$ cat src/rtl/rf_wb_if.sv
// Writeback-arbiter bus: the two writeback request channels, decode's
// issue/source-register lookups, and the registered regfile write port.
interface rf_wb_if;
  logic        wb0_valid;
  logic [4:0]  wb0_rd;
  logic [31:0] wb0_data;
  logic        wb0_ready;
  logic        wb1_valid;
  logic [4:0]  wb1_rd;
  logic [31:0] wb1_data;
  logic        wb1_ready;
  logic        issue_valid;
  logic [4:0]  issue_rd;
  logic [4:0]  rs1;
  logic [4:0]  rs2;
  logic        hazard;
  logic        rf_we;
  logic [4:0]  rf_addr;
  logic [31:0] rf_data;

  // Pipeline side: drives requests, issue and source registers.
  modport master (
    output wb0_valid, wb0_rd, wb0_data, wb1_valid, wb1_rd, wb1_data,
    output issue_valid, issue_rd, rs1, rs2,
    input  wb0_ready, wb1_ready, hazard, rf_we, rf_addr, rf_data
  );

  // Arbiter side.
  modport slave (
    input  wb0_valid, wb0_rd, wb0_data, wb1_valid, wb1_rd, wb1_data,
    input  issue_valid, issue_rd, rs1, rs2,
    output wb0_ready, wb1_ready, hazard, rf_we, rf_addr, rf_data
  );
endinterface

$ cat src/rtl/rf_wb_arbiter.sv
// Regfile writeback arbiter: LSU (src0) has fixed priority over ALU (src1),
// except when the ALU has been blocked STARVE_LIMIT cycles in a row. The winner
// is registered onto the regfile write port, and a busy scoreboard reports
// read-after-write hazards to decode. CNT_W must satisfy 2**CNT_W > STARVE_LIMIT.
module rf_wb_arbiter #(
  parameter int STARVE_LIMIT = 4,
  parameter int CNT_W        = 3
) (
  input logic     clk,
  input logic     reset,
  rf_wb_if.slave  wb
);

  localparam logic [CNT_W-1:0] LIMIT = CNT_W'(STARVE_LIMIT);

  logic [CNT_W-1:0] starve_cnt_q, starve_cnt_d;
  logic [31:0]      busy_q, busy_d;
  logic             rf_we_q, rf_we_d;
  logic [4:0]       rf_addr_q, rf_addr_d;
  logic [31:0]      rf_data_q, rf_data_d;

  logic             starve_hit;
  logic             grant0, grant1;
  logic [4:0]       g_rd;
  logic [31:0]      g_data;

  // Grant decision; readies are suppressed during reset so nothing is accepted.
  always_comb begin
    starve_hit = wb.wb1_valid && (starve_cnt_q == LIMIT);
    grant1     = !reset && wb.wb1_valid && (starve_hit || !wb.wb0_valid);
    grant0     = !reset && wb.wb0_valid && !starve_hit;
    g_rd       = grant1 ? wb.wb1_rd   : wb.wb0_rd;
    g_data     = grant1 ? wb.wb1_data : wb.wb0_data;
  end

  assign wb.wb0_ready = grant0;
  assign wb.wb1_ready = grant1;
  assign wb.hazard    = busy_q[wb.rs1] | busy_q[wb.rs2];
  assign wb.rf_we     = rf_we_q;
  assign wb.rf_addr   = rf_addr_q;
  assign wb.rf_data   = rf_data_q;

  // Next state: starvation counter, registered write port, busy scoreboard.
  always_comb begin
    if (wb.wb1_valid && !grant1) begin
      starve_cnt_d = (starve_cnt_q == LIMIT) ? LIMIT : starve_cnt_q + 1'b1;
    end else begin
      starve_cnt_d = '0;
    end

    // A grant to x0 is accepted but never reaches the regfile.
    rf_we_d   = (grant0 || grant1) && (g_rd != 5'd0);
    rf_addr_d = rf_addr_q;
    rf_data_d = rf_data_q;
    if (grant0 || grant1) begin
      rf_addr_d = g_rd;
      rf_data_d = g_data;
    end

    // Clear first, then set, so a newly issued producer of the same rd stays pending.
    busy_d = busy_q;
    if ((grant0 || grant1) && (g_rd != 5'd0)) busy_d[g_rd] = 1'b0;
    if (wb.issue_valid && (wb.issue_rd != 5'd0)) busy_d[wb.issue_rd] = 1'b1;
    busy_d[0] = 1'b0;
  end

  // State registers with synchronous reset.
  always_ff @(posedge clk) begin
    if (reset) begin
      starve_cnt_q <= '0;
      busy_q       <= '0;
      rf_we_q      <= 1'b0;
      rf_addr_q    <= '0;
      rf_data_q    <= '0;
    end else begin
      starve_cnt_q <= starve_cnt_d;
      busy_q       <= busy_d;
      rf_we_q      <= rf_we_d;
      rf_addr_q    <= rf_addr_d;
      rf_data_q    <= rf_data_d;
    end
  end

endmodule
$ cat src/flat_wrapper.sv
// flat-port wrapper written by rule: the top's interface ports become plain ports
module rf_wb_arbiter_flat 
#(
  parameter int STARVE_LIMIT = 4,
  parameter int CNT_W        = 3
)
  (clk, reset, wb_wb0_valid, wb_wb0_rd, wb_wb0_data, wb_wb1_valid, wb_wb1_rd, wb_wb1_data, wb_issue_valid, wb_issue_rd, wb_rs1, wb_rs2, wb_wb0_ready, wb_wb1_ready, wb_hazard, wb_rf_we, wb_rf_addr, wb_rf_data);
  rf_wb_if wb_i ();
  input logic clk;
  input logic reset;
  input wire logic [$bits(wb_i.wb0_valid)-1:0] wb_wb0_valid;
  input wire logic [$bits(wb_i.wb0_rd)-1:0] wb_wb0_rd;
  input wire logic [$bits(wb_i.wb0_data)-1:0] wb_wb0_data;
  input wire logic [$bits(wb_i.wb1_valid)-1:0] wb_wb1_valid;
  input wire logic [$bits(wb_i.wb1_rd)-1:0] wb_wb1_rd;
  input wire logic [$bits(wb_i.wb1_data)-1:0] wb_wb1_data;
  input wire logic [$bits(wb_i.issue_valid)-1:0] wb_issue_valid;
  input wire logic [$bits(wb_i.issue_rd)-1:0] wb_issue_rd;
  input wire logic [$bits(wb_i.rs1)-1:0] wb_rs1;
  input wire logic [$bits(wb_i.rs2)-1:0] wb_rs2;
  output wire logic [$bits(wb_i.wb0_ready)-1:0] wb_wb0_ready;
  output wire logic [$bits(wb_i.wb1_ready)-1:0] wb_wb1_ready;
  output wire logic [$bits(wb_i.hazard)-1:0] wb_hazard;
  output wire logic [$bits(wb_i.rf_we)-1:0] wb_rf_we;
  output wire logic [$bits(wb_i.rf_addr)-1:0] wb_rf_addr;
  output wire logic [$bits(wb_i.rf_data)-1:0] wb_rf_data;
  assign wb_i.wb0_valid = wb_wb0_valid;
  assign wb_i.wb0_rd = wb_wb0_rd;
  assign wb_i.wb0_data = wb_wb0_data;
  assign wb_i.wb1_valid = wb_wb1_valid;
  assign wb_i.wb1_rd = wb_wb1_rd;
  assign wb_i.wb1_data = wb_wb1_data;
  assign wb_i.issue_valid = wb_issue_valid;
  assign wb_i.issue_rd = wb_issue_rd;
  assign wb_i.rs1 = wb_rs1;
  assign wb_i.rs2 = wb_rs2;
  assign wb_wb0_ready = wb_i.wb0_ready;
  assign wb_wb1_ready = wb_i.wb1_ready;
  assign wb_hazard = wb_i.hazard;
  assign wb_rf_we = wb_i.rf_we;
  assign wb_rf_addr = wb_i.rf_addr;
  assign wb_rf_data = wb_i.rf_data;
  rf_wb_arbiter #(.STARVE_LIMIT(STARVE_LIMIT), .CNT_W(CNT_W)) u_core (.clk(clk), .reset(reset), .wb(wb_i));
endmodule
$ cat config.mk
export PLATFORM = sky130hd
export DESIGN_NAME = rf_wb_arbiter_flat
export DESIGN_NICKNAME = d
export VERILOG_FILES = /design/src/rtl/rf_wb_if.sv /design/src/rtl/rf_wb_arbiter.sv /design/src/flat_wrapper.sv
export SDC_FILE = /design/constraint.sdc
export NUM_CORES = 1
export LEC_CHECK = 0
export ABC_AREA = 1
export CAP_MARGIN = 5
export CORE_UTILIZATION = 47
export DETAILED_ROUTE_END_ITERATION = 8
export GPL_TIMING_DRIVEN = 0
export PLACE_DENSITY = 0.79
export SETUP_SLACK_MARGIN = 0.15
export SYNTH_ARGS = -nofsm -noshare
export SYNTH_HDL_FRONTEND = slang
export SYNTH_SLANG_ARGS = --single-unit
$ cat constraint.sdc
create_clock -name clk -period 2.1 [get_ports clk]
set_input_delay 0.21 -clock clk [delete_from_list [all_inputs] [get_ports clk]]
set_output_delay 0.21 -clock clk [all_outputs]
set_load 0.005 [all_outputs]
; ---- Word level (Yosys, flattened, before mapping)
; Index checks and enable logic that the tools add are counted.
[op_classes]
n_reduce_logical = 20
order_cmp = 6
n_div = 0
muxes = 13
n_bitwise = 5
multipliers = 0
shift = 0
add_sub_neg = 1
n_eq_ne = 1
[ops]
columns = cell, count
row1 = $mux W32, 3
row2 = $and A32 B32 Y32, 1
row3 = $not A32 Y32, 1
row4 = $or A32 B32 Y32, 1
row5 = $lt A5 B6 Y1 const B, 4
row6 = $bmux W1 S5, 2
row7 = $demux W1 S5, 2
row8 = $ge A5 B1 Y1 const B, 2
row9 = $logic_and A1 B1 Y1, 10
row10 = $reduce_bool A5 Y1, 2
row11 = $mux W5, 1
row12 = $logic_not A1 Y1, 4
row13 = $mux W1, 4
row14 = $add A3 B1 Y3 const B, 1
row15 = $eq A3 B3 Y1 const B, 1
row16 = $mux W3, 1
row17 = $reduce_or A3 Y1, 1
row18 = $logic_or A1 B1 Y1, 2
row19 = $reduce_or A2 Y1, 1
row20 = $not A1 Y1, 1
row21 = $or A1 B1 Y1, 1
[word_totals]
mem_count = 0
reg_bits = 73
out_inout_bits = 41
latch_bits = 0
ram_bits = 0
romBits = 0
elab_cells = 53
input_bits = 94

; ---- Longest topological paths before layout
[depth]
ltp_word = 14
mapped_depth = 14
depth_no_buf = 13

; ---- Worst setup path after synthesis
; Ideal clock, no wire load.
[synth_timing]
path_kind = reg-to-reg
from = reg u_core.starve_cnt_q[0]
to = reg u_core.busy_q[19]
path_stages_with_launch = 14
synth_period_minus_slack_ns = 1.771
arrival_ns = 1.633
slack_ns = 0.329
n_path_buf = 1
setup_ns = 0.138
t_required_ns = 1.962
path_cell_list = dfxtp_1 inv_1 ha_1 nand3_2 nand2_2 nand2_4 buf_2 nand2_1 nand2_1 nand3_1 nor2_1 nand3_2 nand2_1 a21oi_2
[synth_via]
elab_chain_cells = 14
elab_cells_between_ends = 20
classes_between = order compare: 2 / eq/ne: 1 / mux: 5 / bitwise: 3 / reduce/logical: 9
[synth_lines]
columns = item, line
row1 = start: declaration, rf_wb_arbiter.sv:16  ; logic [CNT_W-1:0] starve_cnt_q, starve_cnt_d;
row2 = start signal: assignment, rf_wb_arbiter.sv:76  ; starve_cnt_q <= starve_cnt_d;
row3 = $eq A3 B3 Y1 (*), rf_wb_arbiter.sv:29  ; starve_hit = wb.wb1_valid && (starve_cnt_q == LIMIT);
row4 = $logic_and A1 B1 Y1 (*), rf_wb_arbiter.sv:29
row5 = $logic_or A1 B1 Y1, rf_wb_arbiter.sv:30  ; grant1 = !reset && wb.wb1_valid && (starve_hit || !wb.wb0_valid);
row6 = $logic_and A1 B1 Y1, rf_wb_arbiter.sv:30
row7 = $mux W5, rf_wb_arbiter.sv:32  ; g_rd = grant1 ? wb.wb1_rd : wb.wb0_rd;
row8 = $lt A5 B6 Y1 (implied by the code) or $ge A5 B1 Y1 (tied branches), rf_wb_arbiter.sv:62  ; if ((grant0 || grant1) && (g_rd != 5'd0)) busy_d[g_rd] = 1'b0;
row9 = $logic_and A1 B1 Y1 (implied by the code), rf_wb_arbiter.sv:62
row10 = $mux W1 (implied by the code), rf_wb_arbiter.sv:62
row11 = $demux W1 S5, --
row12 = $not A32 Y32 (no line), --
row13 = $and A32 B32 Y32 (no line), --
row14 = $mux W32 (*), rf_wb_arbiter.sv:62
row15 = $or A32 B32 Y32 (no line), --
row16 = $mux W32 (*), rf_wb_arbiter.sv:63  ; if (wb.issue_valid && (wb.issue_rd != 5'd0)) busy_d[wb.issue_rd] = 1'b1;
row17 = end signal: assignment, rf_wb_arbiter.sv:77  ; busy_q <= busy_d;
row18 = end: declaration, rf_wb_arbiter.sv:17  ; logic [31:0] busy_q, busy_d;
; Mark *: on every way between the ends. The rest lies on a longest branch, timed or not.
; A chain may end at the register's enable or synchronous reset.

; ---- Worst setup path after layout
[layout_timing]
from = reg u_core.starve_cnt_q[0]
to = reg u_core.busy_q[18]
; Same word-level chain as after synthesis.

==> flow_summary.yaml <==
synth:
  synth_area_um2: 4240
  synth_top_cell_by_area: "dfxtp_1"
  ys_seq_area_frac: 0.340
  async_flop_share: 0
  synth_nets: 740
  synth_edf_count: 0
  netlist_top_cells_area: "dfxtp_1 (34%), nand2_1 (15%), nand3_1 (8.8%)"
  netlist_instances: 644
  synth_ff_type: "dfxtp_1"
  yosysUniqueCellTypes: 31
  yosysWarnings: 0
  netlist.area_leader.share: 0.340
  ys_ff_latch: 72
  syn_area_per_cell_um2: 6.59
clocking:
  numClockSinks: 72
  clock-root-buffer: "clkbuf_8"
  cts_hold_buffers: 0
  cts_buffers: 9
  cts_tree: "built"
  clkLatencyLatePin_ps: 360
  path_clk_slew_ps: 80
  cts.path.max_buffers: 2
  cts_max_level: 3
sta:
  holdWs_ps: 90.9
  setup_viol_count_final: 0
  clock_skew_ps: 6.17
  drv_slew: 0
  slew-limit-headroom: 0.460
  hold_violations: 0
  fin_crit_sh: 0.925
  finalSetupTns_ps: 0
  rsz0062_at_grt: "yes"
  fmax_mhz: 515
  finalCriticalPeriod_ps: 1940
  max_slew.worst_pin.slew_ps: 806
power:
  sequentialPowerShare: 0.406
  internal_power_w: 0.00259
  peakVddDrop_mv: 0.380
  pwr-share-clk: 0.341
  swShare: 0.292
  p_leak_nw: 2.70
  pwr-share-comb: 0.254
  p_sw_w: 0.00106
  p_per_area_nw_per_um2: 564
layout:
  final_nets: 903
  n_fill_cell: 690
  antenna_cells: 0
  final_common_cell: "nand2_1"
  fin_area_um2: 6480
  area.growth.synth_to_final_pct: 52.7
  layout-drive-gt1-share: 0.192
  layout_common_cells: "nand2_1 (155), clkdlybuf4s50_1 (126), dfxtp_1 (65), inv_1 (64), nand3_1 (59)"
floorplan:
  die_y_um: 97.0
  coreArea_um2: 8720
  die_area_um2: 9410
  rows: 34
  die_w_um: 97.0
  initial_core_util: 0.487
  pin_count: 135
route:
  drc_errors: 0
  drt-met1-wl_mm: 5.87
  wl_mm: 15.0
  routed.top_layer: "met4"
  route.detailed.wl_per_inst_um: 16.3
  antenna_left: 0
  met3_length_mm: 1.33
  drt-pass1-iter-count: 5
  dr.first_iter.drc_count: 357
  vias_per_cell: 5.59
  wl_met2_mm: 7.26
  vias: 5134
grt:
  antenna_found_initial: 0
  grt_first_pass_wirelength_mm: 23.5
  overflow: 0
  grt_max_degree: 13
  grt_use_total: 0.306
  first_global_vias: 4984
status:
  outcome: "finished clean"
worst_setup_path:
  worstSetupPathType: "reg2reg"
  crit_fanout: 8
  cp.required_ps: 2390
  ff2ff_path_depth: 14
  end_kind: "flip-flop"
  crit_path_start_kind: "flip-flop"
  worstPathArrival_ps: 2230
placement:
  gp_congestion: 0.943
  dp_hpwl_mm: 11.0
  dpl-instance-area_um2: 5690
  io_buffer_count: 131
hold_path:
  hp-class: "in2reg"
  min_path_cells: 2
run:
  drv_cap: 0
power by group through the flow:
stage | Combinational (W) | Clock [W] | Sequential [W]
2_1_floorplan | 0.000370 | 0 | 0.00151
3_3_place_gp | 0.000787 | 0 | 0.00151
3_5_place_dp | 0.000804 | 0 | 0.00151
4_1_cts | 0.000845 | 0.00125 | 0.00148
5_1_grt | 0.000997 | 0.00131 | 0.00149
6_report | 0.000926 | 0.00124 | 0.00148
Yosys cell counts (3+ instances only):
master    number
inv_1         68
a21oi_1       31
nand3_2       11
o221ai_1       3
nand2_2        7
nor2_1        60
nand2_4        3
nand3_1       75
inv_2          5
o22ai_1        6
a21oi_2       12
clkbuf_1      16
o211ai_1      40
o21ai_0       33
buf_6          3
buf_2         10
buf_1          3
dfxtp_1       72
nand2_1      167
nor3_1         4
metrics by stage:
step            util  setup slack [ps]  total power (W)  cells
6_report       0.743               157          0.00365    919
3_5_place_dp   0.652              -663          0.00231    883
2_1_floorplan      -               329          0.00188    644
3_3_place_gp   0.652              -587          0.00229    883
5_1_grt        0.743              52.4          0.00380    919
4_1_cts        0.700             -32.6          0.00358    910
per-layer routing:
layer,global-route usage,vias up
li1,-,2451
met1,0.362,2351
met2,0.521,285
met3,0.0780,47
met4,0.138,0
met5,0,-
what timing repair did:
item / 4_1_cts / 5_1_grt
endpoints found under the setup margin: 52 / 56
resized for setup: 38 / 82
gates cloned: 0 / 2
buffers inserted: 12 / 7
pin swaps: 7 / 15
state kept, by name (all words and copies together), names as in the netlist:
signal,count
u_core.wb.rf_addr,5
u_core.wb.rf_data,32
u_core.busy_q,31
u_core.starve_cnt_q,3
u_core.wb.rf_we,1
path summary, 6_finish.rpt:
kind / start / end / slack [ps]
worst max-delay path: u_core.starve_cnt_q[0] / u_core.busy_q[18] / 160
worst max register to register: u_core.starve_cnt_q[0] / u_core.busy_q[18] / 160
worst min-delay path: reset / u_core.busy_q[26] / 90
worst min register to register: u_core.starve_cnt_q[0] / u_core.starve_cnt_q[0] / 450
layout make-up:
class | count | area, um2 | share of cell area
multi-input cells | 466 | 2670 | 0.411
repair buffers | 152 | 1520 | 0.235
flip-flops and latches | 72 | 1450 | 0.224
inverters | 74 | 287 | 0.0442
plain buffers | 32 | 201 | 0.0311
clock buffers | 10 | 138 | 0.0212
well taps | 108 | 135 | 0.0209
clock inverters | 5 | 81.3 | 0.0126
logic make-up after synthesis:
family                   count (synthesis)  share of synthesized area
buffers and inverters                  106                      0.102
adder cells (fa/ha/maj)                  2                    0.00590
AO/OA/AOI/OAI                          129                      0.193
AND/OR/NAND/NOR                        335                      0.359
flip-flops                              72                      0.340
critical path, cell delays in order (launching register included):
cell	delay, ps
dfxtp_2	340
inv_2	70
ha_4	140
nand3_4	100
nand2_4	120
buf_6	150
nand3_2	90
nand2_4	110
nand2_4	70
nor2_8	140
nand2_8	100
clkbuf_16	180
nand3_2	60
nand2_1	70
a21oi_2	120
(Power assumes the default switching activity.)
